File: src/rtl/exe_mem_pipe_reg.sv
`default_nettype none
// ============================================================================
// exe_mem_pipe_reg: EXE->MEM pipeline register with 2-entry skid buffer,
// flush, and forwarding taps.  Revision: 1.0
// ============================================================================
module exe_mem_pipe_reg #(
    parameter int DATA_W = 32,
    parameter int DEST_W = 4
) (
    input  logic              clk,
    input  logic              rst,
    input  logic              flush,
    input  logic              in_valid,
    output logic              in_ready,
    input  logic              WB_en_in,
    input  logic              MEM_R_EN_in,
    input  logic              MEM_W_EN_in,
    input  logic [DATA_W-1:0] ALU_result_in,
    input  logic [DATA_W-1:0] ST_val_in,
    input  logic [DEST_W-1:0] Dest_in,
    output logic              out_valid,
    input  logic              out_ready,
    output logic              WB_en_out,
    output logic              MEM_R_EN_out,
    output logic              MEM_W_EN_out,
    output logic [DATA_W-1:0] ALU_result_out,
    output logic [DATA_W-1:0] ST_val_out,
    output logic [DEST_W-1:0] Dest_out,
    output logic [1:0]        occupancy,
    output logic              fwd_valid,
    output logic [DEST_W-1:0] fwd_dest,
    output logic [DATA_W-1:0] fwd_data
);

    typedef struct packed {
        logic              wb;
        logic              mr;
        logic              mw;
        logic [DATA_W-1:0] alu;
        logic [DATA_W-1:0] st;
        logic [DEST_W-1:0] dest;
    } beat_t;

    beat_t main_q, main_d;
    beat_t skid_q, skid_d;
    logic  main_valid_q, main_valid_d;
    logic  skid_valid_q, skid_valid_d;

    beat_t in_beat;
    logic  acc;
    logic  deq;

    assign in_beat = '{wb:   WB_en_in,
                       mr:   MEM_R_EN_in,
                       mw:   MEM_W_EN_in,
                       alu:  ALU_result_in,
                       st:   ST_val_in,
                       dest: Dest_in};

    // in_ready comes straight off the skid flop so MEM stalls never reach EXE combinationally.
    assign in_ready = ~skid_valid_q;
    assign acc      = in_valid & in_ready;
    assign deq      = main_valid_q & out_ready;

    always_comb begin
        main_d       = main_q;
        skid_d       = skid_q;
        main_valid_d = main_valid_q;
        skid_valid_d = skid_valid_q;

        if (flush) begin
            main_valid_d = 1'b0;
            skid_valid_d = 1'b0;
            main_d.wb    = 1'b0;
            main_d.mr    = 1'b0;
            main_d.mw    = 1'b0;
            skid_d.wb    = 1'b0;
            skid_d.mr    = 1'b0;
            skid_d.mw    = 1'b0;
        end else if (!main_valid_q) begin
            if (acc) begin
                main_d       = in_beat;
                main_valid_d = 1'b1;
            end
        end else if (!skid_valid_q) begin
            if (deq && acc) begin
                main_d = in_beat;
            end else if (deq) begin
                main_valid_d = 1'b0;
            end else if (acc) begin
                skid_d       = in_beat;
                skid_valid_d = 1'b1;
            end
        end else if (deq) begin
            main_d       = skid_q;
            skid_valid_d = 1'b0;
        end
    end

    always_ff @(posedge clk or posedge rst) begin
        if (rst) begin
            main_q       <= '0;
            skid_q       <= '0;
            main_valid_q <= 1'b0;
            skid_valid_q <= 1'b0;
        end else begin
            main_q       <= main_d;
            skid_q       <= skid_d;
            main_valid_q <= main_valid_d;
            skid_valid_q <= skid_valid_d;
        end
    end

    // Control bits are masked so a bubble can never write back or touch memory.
    assign out_valid      = main_valid_q;
    assign WB_en_out      = main_q.wb & main_valid_q;
    assign MEM_R_EN_out   = main_q.mr & main_valid_q;
    assign MEM_W_EN_out   = main_q.mw & main_valid_q;
    assign ALU_result_out = main_q.alu;
    assign ST_val_out     = main_q.st;
    assign Dest_out       = main_q.dest;

    assign occupancy = {1'b0, main_valid_q} + {1'b0, skid_valid_q};

    assign fwd_valid = WB_en_out;
    assign fwd_dest  = main_q.dest;
    assign fwd_data  = main_q.alu;

endmodule
`default_nettype wire

File: config.mk
export PLATFORM = sky130hd
export DESIGN_NAME = exe_mem_pipe_reg
export DESIGN_NICKNAME = d
export VERILOG_FILES = /design/src/rtl/exe_mem_pipe_reg.sv
export SDC_FILE = /design/constraint.sdc
export NUM_CORES = 1
export LEC_CHECK = 0
export CAP_MARGIN = 20
export CORE_MARGIN = 2
export CORE_UTILIZATION = 54
export CTS_BUF_LIST = sky130_fd_sc_hd__clkbuf_8
export CTS_CLUSTER_SIZE = 20
export DETAILED_ROUTE_END_ITERATION = 10
export HOLD_SLACK_MARGIN = 0.06
export PLACE_DENSITY_LB_ADDON = 0.2
export SLEW_MARGIN = 10
export SYNTH_ARGS = -nofsm -noshare
export SYNTH_HDL_FRONTEND = slang
export SYNTH_SLANG_ARGS = --single-unit
File: constraint.sdc
create_clock -name clk -period 11.79 [get_ports clk]
set_clock_uncertainty 0.15 [all_clocks]
set_input_delay 2.358 -clock clk [delete_from_list [all_inputs] [get_ports clk]]
set_output_delay 2.358 -clock clk [all_outputs]
set_load 0.01 [all_outputs]
==> PnR_summary.wiki <==
{| class="wikitable"
! Metric !! Value
|-
| Status || finished, final reports clean
|-
| Slew margin rel. || 0.335
|-
| Number of instances in the synthesized netlist || 593
|-
| Max Cap Violations || 0
|-
| Cell variety after synth || 22
|-
| Clock Tree Buf Depth || 2
|-
| Setup violation total in the final timing report || 0
|-
| Setup repair after global routing missed its margin || no
|-
| Via count of the first global-routing pass || 4411
|-
| CP endpoint kind || primary output
|-
| PortBufs || 187
|-
| Area added between synthesis and finish || 22.0%
|-
| Overall overflow remaining after global route || 0
|-
| Placeable Area || 12600 µm²
|-
| Final setup TNS || 0 ns
|-
| Mapped Avg Cell Area || 11.7 µm²
|-
| Number of gates resized after cts || 0
|-
| Final net count || 746
|-
| Leakage power || 0.00402 µW
|-
| Highest net fanout along the worst path || 12
|-
| Dominant synthesized flop cell || sky130_fd_sc_hd__dfrtp_1
|-
| Final cycle utilization of the critical path || 0.392
|-
| Power, Total || 1470 µW
|-
| Sequential cell area fraction in the yosys report || 0.518
|-
| Root buffer cell || sky130_fd_sc_hd__clkbuf_8
|-
| Post-route cell area || 8490 µm²
|-
| CTS tree || done
|-
| Slew at the pin closest to its max-slew limit || 0.998 ns
|-
| Critical-path top delay cell || sky130_fd_sc_hd__dfrtp_1
|-
| Routability congestion estimate from global placement || 0.741
|-
| EDFF count, synth || 0
|-
| Count of final hold-check violations || 0
|-
| Remaining antenna violation count after routing || 0
|-
| Netlist area before placement || 6960 µm²
|-
| Number of sinks handled by clock tree synthesis || 144
|-
| Synth top area share || 0.518
|-
| Placed wire-length estimate after detailed placement || 9.07 mm
|-
| Share of cells above drive strength 1 || 0.150
|-
| Cell type with the largest total area after synthesis || sky130_fd_sc_hd__dfrtp_1
|-
| Count of pins on the block boundary || 188
|-
| Synth Register Bits || 144
|-
| Die X-Extent || 118 µm
|-
| Number of vias after detailed routing || 4329
|-
| Critical path's most frequent cell || sky130_fd_sc_hd__inv_1
|-
| Number of buffers created by CTS || 17
|-
| Detailed-routing iteration count for the pre-antenna-repair pass || 4
|-
| Placed inst area || 8110 µm²
|-
| Post-route minimum period || 4.63 ns
|-
| Initial antenna violation count || 0
|-
| Most frequent cells after synthesis || sky130_fd_sc_hd__dfrtp_1, sky130_fd_sc_hd__buf_4, sky130_fd_sc_hd__a21oi_1
|-
| Upper clock frequency limit || 216 MHz
|-
| Most frequent cell after synthesis || sky130_fd_sc_hd__dfrtp_1
|-
| Total number of placement rows || 41
|-
| WP data arrival || 2.12 ns
|-
| Number of DRC violations after detailed-routing iteration 0 || 215
|-
| Starting density of the core || 0.551
|-
| FFs w/ async S/R, synth || 1.00
|-
| Mean number of vias per cell || 5.08
|-
| H-Tree Level Count || 4
|-
| Total power per unit cell area || 174 nW/µm²
|-
| Fin. max-slew vios || 0
|-
| Worst VDD drop || 0.109 mV
|-
| Number of buffer and inverter stages on the critical path || 3
|-
| Biggest cell delay along the critical path || 0.63 ns
|-
| Routed WL per cell || 15.7 µm
|-
| Critical path class || flip-flop to primary output
|-
| Setup repair bufs after CTS || 0
|-
| Crit start category || flip-flop
|-
| Final critical-path setup slack || 7.16 ns
|-
| CP Data Required Time || 9.28 ns
|-
| Post-synth net total || 671
|-
| Top post-synthesis cells by area || sky130_fd_sc_hd__dfrtp_1, sky130_fd_sc_hd__buf_4, sky130_fd_sc_hd__mux2i_1, sky130_fd_sc_hd__mux2_2, sky130_fd_sc_hd__a21oi_1
|-
| Number of warning messages in the yosys log || 0
|-
| Type of the most critical hold path || flip-flop to flip-flop
|-
| GRT Total Usage || 0.202
|-
| Placement Setup Slack || 7.03 ns
|-
| Aggregate routed wire length || 13.4 mm
|-
| Antenna diode count || 0
|-
| Floorplan die area || 13800 µm²
|-
| CP cell instances || inv_1, ha_1, inv_1, clkdlybuf4s50_1
|-
| Crit path max-delay family || buffers and inverters
|-
| Wire length of the first global-routing pass || 22.1 mm
|-
| Post-CTS clock slew at the launch and capture registers of the worst setup and hold paths || 0.07 ns
|-
| Die height || 118 µm
|-
| Maximum number of pins on one net before global-route repair || 103
|-
| Post-CTS Hold Buffers || 0
|-
| Clock Latency Late Sink || 0.45 ns
|-
| DR DRC count || 0
|}
-- flip-flops by register name, indices dropped and copies added (netlist names) --
signal / flops
skid_valid_q: 1
main_q: 3
skid_q: 71
out_valid: 1
Dest_out: 4
ALU_result_out: 32
ST_val_out: 32
-- placed cells by master, fill, tap and decap left out, drive strengths merged --
master / n
clkdlybuf4s50: 187
clkbuf: 20
bufinv: 2
clkinv: 4
nor4: 1
o21ai: 2
inv: 10
buf: 6
nand2b: 2
nor2: 69
a21oi: 73
a221oi: 2
ha: 2
nand2: 6
nor3: 1
or2: 2
a22o: 3
mux2i: 68
dfrtp: 144
and2: 3
nand3: 3
mux2: 71
-- power breakdown --
| part | internal (µW) | switching, µW |
|---|---|---|
| combinational | 255 | 158 |
| clock | 199 | 171 |
| sequential | 616 | 74.5 |
| total | 1070 | 404 |
-- final timing paths --
| path | slack, ns | startpoint | depth (start not counted) | end |
|---|---|---|---|---|
| max | 7.16 | skid_valid_q | 4 | occupancy[0] |
| min | 0.34 | skid_q[10] | 1 | skid_q[10] |
| max reg2reg | 8.85 | skid_valid_q | 7 | ST_val_out[25] |
| min reg2reg | 0.34 | skid_q[10] | 1 | skid_q[10] |
| max in group asynchronous | 7.99 | rst | 3 | ST_val_out[7] |
| min in group asynchronous | 2.30 | rst | 2 | skid_q[46] |
-- logic make-up after synthesis --
kind of cell / after synthesis / share of synthesized area
AOI/OAI and AO/OA: 80 / 0.0602
and+or+nand+nor: 87 / 0.0527
DFF: 144 / 0.518
buffers and inverters: 141 / 0.147
adders and majority gates: 2 / 0.00360
muxes: 139 / 0.218
-- through the flow --
step	std cells	hold slack [ns]	utilization
after floorplan	593	0.307	-
after detailed placement	821	0.325	0.643
after CTS	853	0.343	0.673
after global placement	821	0.317	0.643
final	853	0.341	0.673
after global routing	853	0.357	0.673
-- layer usage --
| metal | share of wire | GRT usage | routed length [µm] |
|---|---|---|---|
| met4 | 0.016 | 0.0663 | 214 |
| met2 | 0.48 | 0.320 | 6410 |
| met1 | 0.43 | 0.253 | 5770 |
| met5 | 0 | 0 | 0 |
| met3 | 0.074 | 0.0848 | 991 |
-- layout make-up --
type,instances,area [µm²]
Tap cell,172,215
Clock buffer,20,275
Multi-Input combinational cell,308,2350
Sequential cell,144,3600
Inverter,4,20.0
Clock inverter,12,103
Fill cell,968,4130
Timing Repair Buffer,193,1920
Power figures use the tool's default switching activity.
